[src/rtl/p19_uart_rx.sv]
// UART receiver: two-flop input synchroniser, mid-bit start validation, LSB-first
// data capture, one-entry holding register with sticky overrun/framing flags.
//
// state  | meaning
// IDLE   | line idle, waiting for rxd_s low
// START  | timing to mid start bit; reject glitches
// DATA   | sampling PAYLOAD_BITS data bits, one per bit period
// STOP   | sampling the first stop bit
// BREAK  | stop bit was low; wait for line to return high
module p19_uart_rx #(
  parameter int BIT_RATE     = 9600,
  parameter int CLK_HZ       = 50_000_000,
  parameter int PAYLOAD_BITS = 8,
  parameter int STOP_BITS    = 1
) (
  input  logic                    clk,
  input  logic                    resetn,
  input  logic                    uart_rxd,
  input  logic                    uart_rx_read,
  output logic                    uart_rx_valid,
  output logic [PAYLOAD_BITS-1:0] uart_rx_data,
  output logic                    uart_rx_overrun,
  output logic                    uart_rx_frame_err,
  output logic                    uart_rx_busy
);

  localparam int CYCLES_PER_BIT = (CLK_HZ - 1) / BIT_RATE;
  localparam int HALF           = CYCLES_PER_BIT / 2;
  localparam int CW             = 1 + $clog2(CYCLES_PER_BIT);
  localparam int IW             = $clog2(PAYLOAD_BITS + 1);

  localparam logic [CW-1:0] CNT_FULL = CW'(CYCLES_PER_BIT);
  localparam logic [CW-1:0] CNT_HALF = CW'(HALF);
  localparam logic [IW-1:0] IDX_LAST = IW'(PAYLOAD_BITS - 1);

  localparam logic [2:0] S_IDLE  = 3'd0;
  localparam logic [2:0] S_START = 3'd1;
  localparam logic [2:0] S_DATA  = 3'd2;
  localparam logic [2:0] S_STOP  = 3'd3;
  localparam logic [2:0] S_BREAK = 3'd4;

  // Only the first stop bit is checked, so any count of one or more is accepted.
  if (STOP_BITS < 1) begin : g_stop_bits_check
    $error("p19_uart_rx: STOP_BITS must be at least 1");
  end

  logic                    meta_q;
  logic                    rxd_s_q;
  logic [2:0]              state_q, state_d;
  logic [CW-1:0]           cnt_q, cnt_d;
  logic [IW-1:0]           idx_q, idx_d;
  logic [PAYLOAD_BITS-1:0] shift_q, shift_d;
  logic                    valid_q, valid_d;
  logic [PAYLOAD_BITS-1:0] data_q, data_d;
  logic                    ovr_q, ovr_d;
  logic                    ferr_q, ferr_d;
  logic                    busy_q, busy_d;
  logic                    done;
  logic                    ferr_hit;

  always_comb begin
    state_d  = state_q;
    cnt_d    = cnt_q;
    idx_d    = idx_q;
    shift_d  = shift_q;
    done     = 1'b0;
    ferr_hit = 1'b0;
    case (state_q)
      S_IDLE: begin
        if (!rxd_s_q) begin
          state_d = S_START;
          cnt_d   = '0;
        end
      end
      S_START: begin
        if (cnt_q == CNT_HALF) begin
          cnt_d = '0;
          if (!rxd_s_q) begin
            state_d = S_DATA;
            idx_d   = '0;
          end else begin
            state_d = S_IDLE;
          end
        end else begin
          cnt_d = cnt_q + 1'b1;
        end
      end
      S_DATA: begin
        if (cnt_q == CNT_FULL) begin
          // Line order is LSB first, so each new bit enters at the MSB.
          shift_d = PAYLOAD_BITS'({rxd_s_q, shift_q} >> 1);
          cnt_d   = '0;
          if (idx_q == IDX_LAST) begin
            state_d = S_STOP;
          end else begin
            idx_d = idx_q + 1'b1;
          end
        end else begin
          cnt_d = cnt_q + 1'b1;
        end
      end
      S_STOP: begin
        if (cnt_q == CNT_FULL) begin
          cnt_d = '0;
          if (rxd_s_q) begin
            done    = 1'b1;
            state_d = S_IDLE;
          end else begin
            ferr_hit = 1'b1;
            state_d  = S_BREAK;
          end
        end else begin
          cnt_d = cnt_q + 1'b1;
        end
      end
      S_BREAK: begin
        if (rxd_s_q) begin
          state_d = S_IDLE;
          cnt_d   = '0;
        end
      end
      default: begin
        state_d = S_IDLE;
        cnt_d   = '0;
      end
    endcase
  end

  // Holding register: a completing byte or a new flag always wins over a read.
  always_comb begin
    valid_d = valid_q;
    data_d  = data_q;
    ovr_d   = ovr_q;
    ferr_d  = ferr_q;
    if (uart_rx_read) begin
      valid_d = 1'b0;
      ovr_d   = 1'b0;
      ferr_d  = 1'b0;
    end
    if (done) begin
      if (!valid_q || uart_rx_read) begin
        valid_d = 1'b1;
        data_d  = shift_q;
      end else begin
        ovr_d = 1'b1;
      end
    end
    if (ferr_hit) begin
      ferr_d = 1'b1;
    end
    busy_d = (state_d != S_IDLE);
  end

  always_ff @(posedge clk) begin
    if (!resetn) begin
      meta_q  <= 1'b1;
      rxd_s_q <= 1'b1;
      state_q <= S_IDLE;
      cnt_q   <= '0;
      idx_q   <= '0;
      shift_q <= '0;
      valid_q <= 1'b0;
      data_q  <= '0;
      ovr_q   <= 1'b0;
      ferr_q  <= 1'b0;
      busy_q  <= 1'b0;
    end else begin
      meta_q  <= uart_rxd;
      rxd_s_q <= meta_q;
      state_q <= state_d;
      cnt_q   <= cnt_d;
      idx_q   <= idx_d;
      shift_q <= shift_d;
      valid_q <= valid_d;
      data_q  <= data_d;
      ovr_q   <= ovr_d;
      ferr_q  <= ferr_d;
      busy_q  <= busy_d;
    end
  end

  assign uart_rx_valid     = valid_q;
  assign uart_rx_data      = data_q;
  assign uart_rx_overrun   = ovr_q;
  assign uart_rx_frame_err = ferr_q;
  assign uart_rx_busy      = busy_q;

endmodule
[config.mk]
export PLATFORM = sky130hd
export DESIGN_NAME = p19_uart_rx
export DESIGN_NICKNAME = d
export VERILOG_FILES = /design/src/rtl/p19_uart_rx.sv
export SDC_FILE = /design/constraint.sdc
export NUM_CORES = 1
export LEC_CHECK = 0
export CELL_PAD_IN_SITES_DETAIL_PLACEMENT = 0
export CELL_PAD_IN_SITES_GLOBAL_PLACEMENT = 1
export CORE_AREA = 2 2 72 74
export DETAILED_ROUTE_END_ITERATION = 10
export DIE_AREA = 0 0 74 76
export PLACE_DENSITY_LB_ADDON = 0.1
export RECOVER_POWER = 25
export SLEW_MARGIN = 20
export SYNTH_ARGS = -nofsm -noshare
export SYNTH_HDL_FRONTEND = slang
export SYNTH_SLANG_ARGS = --single-unit
[constraint.sdc]
create_clock -name clk -period 4.3 [get_ports clk]
set_input_delay 0.86 -clock clk [delete_from_list [all_inputs] [get_ports clk]]
set_output_delay 0.86 -clock clk [all_outputs]
set_load 0.01 [all_outputs]
# Word level (Yosys, flattened, before mapping)
# Cells that the tools add are included.
# totals
inputBits	4
output_inout_bits	12
ff_bits	43
word_cells	70
# op_classes
eq_ne	13
n_mux	33
add_sub_neg	2
n_reduce_logical	11
# op_table
op	count
$mux 14	4
$pmux 14 s4	1
$mux 3	7
$mux 4	4
$pmux 3 s5	1
$add 14x1->14 const B	1
$eq 14x12->1 const B	1
$eq 14x13->1 const B	1
$mux 1	14
$ne 2x2->1 const B	6
$pmux 4 s2	1
$eq 3x2->1 const B	2
$reduce_and 2->1	3
$reduce_and 5->1	1
$add 4x1->4 const B	1
$eq 4x3->1 const B	1
$reduce_bool 2->1	2
$eq 3x1->1 const B	1
$eq 3x3->1 const B	1
$logic_not 3->1	1
$reduce_bool 3->1	1
$mux 2	1
$reduce_or 2->1	1
$logic_not 1->1	1
$logic_or 1x1->1	1

# Longest topological paths before layout
# depth
ltp_word	5
ltp_mapped	9
ltp_nobuf	7

# Worst setup path before layout
# No wires, ideal clock.
# synth_path
path_kind	flip-flop to flip-flop
startpoint	reg cnt_q[0]
endpoint	reg cnt_q[5]
t_required_ns	4.175
setup_time_ns	0.125
path_stages_with_launch	10
arrival_ns	1.699
path_buffers	2
slack_ns	2.476
synth_period_minus_slack_ns	1.824
cell_sequence	dfxtp_1 inv_1 ha_1 nor4b_4 and4_2 buf_4 o22ai_4 buf_6 a32oi_1 o31ai_1
# synth_via
elab_chain_len	3
word_cells_on_any_way	6
cone_classes	add/sub (1); eq/ne (2); mux (3)
# synth_lines
item	line_no	text
from (decl)	50	logic [CW-1:0] cnt_q, cnt_d;
from (signal assigned)	171	cnt_q <= cnt_d;
$add 14x1->14, or another cell as far along	85, 99, 113	
$mux 14, on equally long branches	89, 103, 76	
$pmux 14 s4 (*)	68	case (state_q)
# Every way passes the cells marked *; elsewhere a longest branch is shown, timed or not.
# A chain may end at the register's enable or synchronous reset.

# Worst setup path after layout
# layout_path
startpoint	reg cnt_q[0]
endpoint	reg cnt_q[7]
# The elaborated chain is that of the path after synthesis.

==> run summary <==
Fraction of registers with async set or reset after synthesis: 0%
Leftover overflow at the end of global routing: 0
Synthesis warning total: 0
Fmax: 0.3622 GHz
Sequential element share of the synthesized area: 39.47%
Fraction of layout cells with a size suffix above 1: 10.71%
Arrival time reported for the critical path endpoint: 2.94 ns
Synth Area in Compound Gates: 12.79%
Remaining DRCs: 0
Detailed placer's ending HPWL: 3007 um
Post-synthesis simple-gate area fraction: 32.01%
Path type of the worst setup path: reg2reg
Tot GR Track Use: 17.00%
Die area: 5624 sq um
Adder-Cell Fraction of Synth Area: 1.721%
Most instantiated flip-flop cell in the synthesis netlist: sky130_fd_sc_hd__dfxtp_1
I/O pin count: 16
Critical Path, Cell by Cell: inv_1 -> ha_1 -> nor4b_1 -> and4_1 -> o22ai_4 -> o21ai_0 -> nor2_1
Worst slew margin relative to its limit: 20.38%
Average cell area after synthesis: 9.049 sq um
TritonCTS clock tree: done
Cell area power density: 299.9 nW/um^2
Category of the worst setup path capture point: flip-flop
Buffer cell driving the clock tree root: sky130_fd_sc_hd__clkbuf_8
Number of hold violations in the final report: 0
Clock insertion delay at the later pin of the skew report: 0.30 ns
Worst-case clock buffer depth: 2
H-Tree Level Count: 2
Combinational share of power: 4.7%
Count of different cell masters after synthesis: 51
Starting Density: 44.40%
Number of fill cells in the layout: 490
Antenna fix cells: 0
# Max-Cap Violations: 0
Post-cts resize count: 0
# port buffers: 15
Pin count of the biggest net entering global routing: 20
Post-Syn Area: 2181 sq um
Reported net switching power: 0.1617 mW
Setup TNS: 0 ns
Average wire per standard cell: 13.49 um
Seq pwr share: 55.9%
CP Max Fanout: 16
Placer's final routability congestion estimate: 0.7695
Sw Ratio: 22.39%
Synthesized netlist cell count: 241
Total clock buffers created by CTS: 5
Count of final setup violators: 0
Mux contribution to synthesized area: 5.967%
Library cell occupying the most area in the post-synthesis netlist: sky130_fd_sc_hd__dfxtp_1
Number of cells in the finished layout apart from fillers: 322
Outcome: completed
Clock sink count: 43
Global-route wire length before repair: 7617 um
Number of detailed-routing iterations run before antenna repair: 4
Total number of vias: 1659
Internal power contribution: 0.5605 mW
Hold buffers post-CTS: 0
Number of global-route vias before repair: 1610
Fin. max-slew vios: 0
Height of the die: 76 um
Post-CTS setup-driven buffer insertion count: 0
Antenna violations before repair: 0
Post-Synth XOR/XNOR Area: 2.008%
Class of the most critical hold timing path: reg2reg
Data required, critical path: 4.48 ns
Slowest library cell on the worst path: sky130_fd_sc_hd__nor4b_1
Placed Cells: 314
Number of synthesized register bits: 43
Detailed-route vias per instance: 5.152
Clock power share: 39.4%
Number of violations reported at the end of detailed-routing iteration 0: 93
Top-area cell type share of the netlist area: 39.47%
Main combinational cell family by area after synthesis: simple AND/OR/NAND/NOR gates
Top cells by area in the synthesized netlist: sky130_fd_sc_hd__dfxtp_1 (39%), sky130_fd_sc_hd__mux2i_1 (6.0%), sky130_fd_sc_hd__nand2_1 (5.9%)
Number of flops mapped to enable cells by yosys: 0
Unrepaired setup endpoints after global routing: no
Time the final worst path needs with I/O delays and setup: 2.761 ns
Worst IR Drop VDD: 0.1861 mV
Leakage: 0.8249 nW
Post-route clock skew: 0.007926 ns
Antenna-violating nets left: 0
Number of nets in the final layout: 258
Horizontal die dimension: 74 um
Share of the cycle needed by the critical path after routing: 64.21%
Std-Cell Rows: 26
Final routed wirelength across all metal layers: 4344 um
Post-synth net total: 248
Area Growth Syn to Fin: 10.44%
Slew at the pin closest to its max-slew limit: 1.178 ns
Clock Pin Slew Worst Setup and Hold Paths: 0.08 ns
Critical path launch point type: flip-flop
Std-Cell Core Area: 4912 sq um
Maximum cell stage delay along the critical path: 0.93 ns
## power groups by stage
stage	clock network, mW	registers, mW	logic (mW)
2_1_floorplan	0	0.411	0.0299
3_3_place_gp	0	0.413	0.0356
3_5_place_dp	0	0.413	0.0356
4_1_cts	0.293	0.404	0.0357
5_1_grt	0.309	0.405	0.0385
6_report	0.284	0.404	0.0341
## registers in the layout, indices dropped and copies added (netlist names)
name and cells:
cnt_q 14, shift_q 8, uart_rx_data 8, idx_q 4
state_q 3, meta_q 1, rxd_s_q 1, uart_rx_busy 1
uart_rx_frame_err 1, uart_rx_overrun 1, uart_rx_valid 1
## placed cells by master, fill, tap and decap left out, types with 4 or more instances in the layout
| master | synthesis | final |
|---|---|---|
| sky130_fd_sc_hd__dfxtp_1 | 43 | 43 |
| sky130_fd_sc_hd__nand2_1 | 34 | 34 |
| sky130_fd_sc_hd__nand3_1 | 14 | 14 |
| sky130_fd_sc_hd__mux2i_1 | 13 | 13 |
| sky130_fd_sc_hd__nor2_1 | 11 | 11 |
| sky130_fd_sc_hd__nor2b_1 | 11 | 11 |
| sky130_fd_sc_hd__dlygate4sd3_1 | 0 | 11 |
| sky130_fd_sc_hd__a31oi_1 | 10 | 10 |
| sky130_fd_sc_hd__a21boi_0 | 9 | 9 |
| sky130_fd_sc_hd__o21ai_0 | 8 | 8 |
| sky130_fd_sc_hd__nor3_1 | 7 | 7 |
| sky130_fd_sc_hd__clkbuf_8 | 2 | 7 |
| sky130_fd_sc_hd__inv_1 | 6 | 6 |
| sky130_fd_sc_hd__nand2b_1 | 5 | 5 |
| sky130_fd_sc_hd__clkdlybuf4s50_1 | 0 | 4 |
## routing by layer
layer | up-vias | track usage [%] | share of wire (%)
met5 | - | 0 | 0
li1 | 867 | - | -
met3 | 6 | 3.571 | 3.0
met4 | 0 | 4.909 | 1.4
met1 | 762 | 24.81 | 51
met2 | 24 | 25.09 | 44
## per-stage QoR
stage               instance area [sq um]  setup slack (ns)  power [mW]  utilization, %  hold slack, ns
floorplan                            2181             2.476      0.4411               -          0.3863
global placement                     2325             1.784      0.4489           47.33          0.3921
detailed placement                   2325             1.776      0.4489           47.33          0.3949
CTS                                  2425             2.089      0.7328           49.36          0.4133
global route                         2409             1.185      0.7518           49.03          0.4661
finish                               2409             1.539      0.7223           49.03          0.4105
## worst max-delay path, delay by kind of cell, from the launching register on
kind,cells,cell delay [ns]
flops,1,0.35
simple gates,3,1.54
buf+inv,1,0.07
compound gates,2,0.56
fa+ha+maj,1,0.13
## cell families (layout without fill, tap and decap cells)
group / count (synthesis) / in the layout
compound gates: 41 / 41
xor+xnor: 5 / 5
fa+ha+maj: 3 / 3
buf+inv: 20 / 31
flops: 43 / 43
mux: 13 / 13
simple gates: 116 / 116
## cell usage after synthesis (2+ instances only)
cell                        n
sky130_fd_sc_hd__nand3b_1   2
sky130_fd_sc_hd__buf_6      4
sky130_fd_sc_hd__nand2b_1   5
sky130_fd_sc_hd__and3_2     3
sky130_fd_sc_hd__a31oi_1   10
sky130_fd_sc_hd__inv_1      6
sky130_fd_sc_hd__mux2i_1   13
sky130_fd_sc_hd__dfxtp_1   43
sky130_fd_sc_hd__or4_1      3
sky130_fd_sc_hd__o22ai_1    3
sky130_fd_sc_hd__a21boi_0   9
sky130_fd_sc_hd__clkbuf_8   2
sky130_fd_sc_hd__o21ai_0    8
sky130_fd_sc_hd__and2_1     2
sky130_fd_sc_hd__nor3_1     7
sky130_fd_sc_hd__nand2_1   34
sky130_fd_sc_hd__a22oi_1    2
sky130_fd_sc_hd__xor2_1     3
sky130_fd_sc_hd__ha_1       3
sky130_fd_sc_hd__and4bb_2   3
sky130_fd_sc_hd__o31ai_1    2
sky130_fd_sc_hd__a21oi_1    3
sky130_fd_sc_hd__clkbuf_1   4
sky130_fd_sc_hd__a32oi_1    2
sky130_fd_sc_hd__xnor2_1    2
sky130_fd_sc_hd__nor2_1    11
sky130_fd_sc_hd__nor2b_1   11
sky130_fd_sc_hd__nand4_1    2
sky130_fd_sc_hd__nand3_1   14
sky130_fd_sc_hd__and3_1     3
sky130_fd_sc_hd__and4_2     2
## path summary, 6_finish.rpt
kind	from	endpoint	slack, ns	cells after the start
setup / recovery	cnt_q[0]	cnt_q[7]	1.54	7
hold / removal	meta_q	rxd_s_q	0.41	1
setup reg to reg	cnt_q[0]	cnt_q[7]	1.54	7
hold reg to reg	meta_q	rxd_s_q	0.41	1
## cell type report
type | instances | area, sq um | share of cell area, %
clock buffers | 8 | 100.1 | 4.156
inverters | 6 | 22.52 | 0.9351
multi-input cells | 178 | 1172 | 48.68
flip-flops and latches | 43 | 860.8 | 35.74
well taps | 70 | 87.58 | 3.636
repair buffers | 17 | 165.2 | 6.857
(Power assumes the default switching activity.)
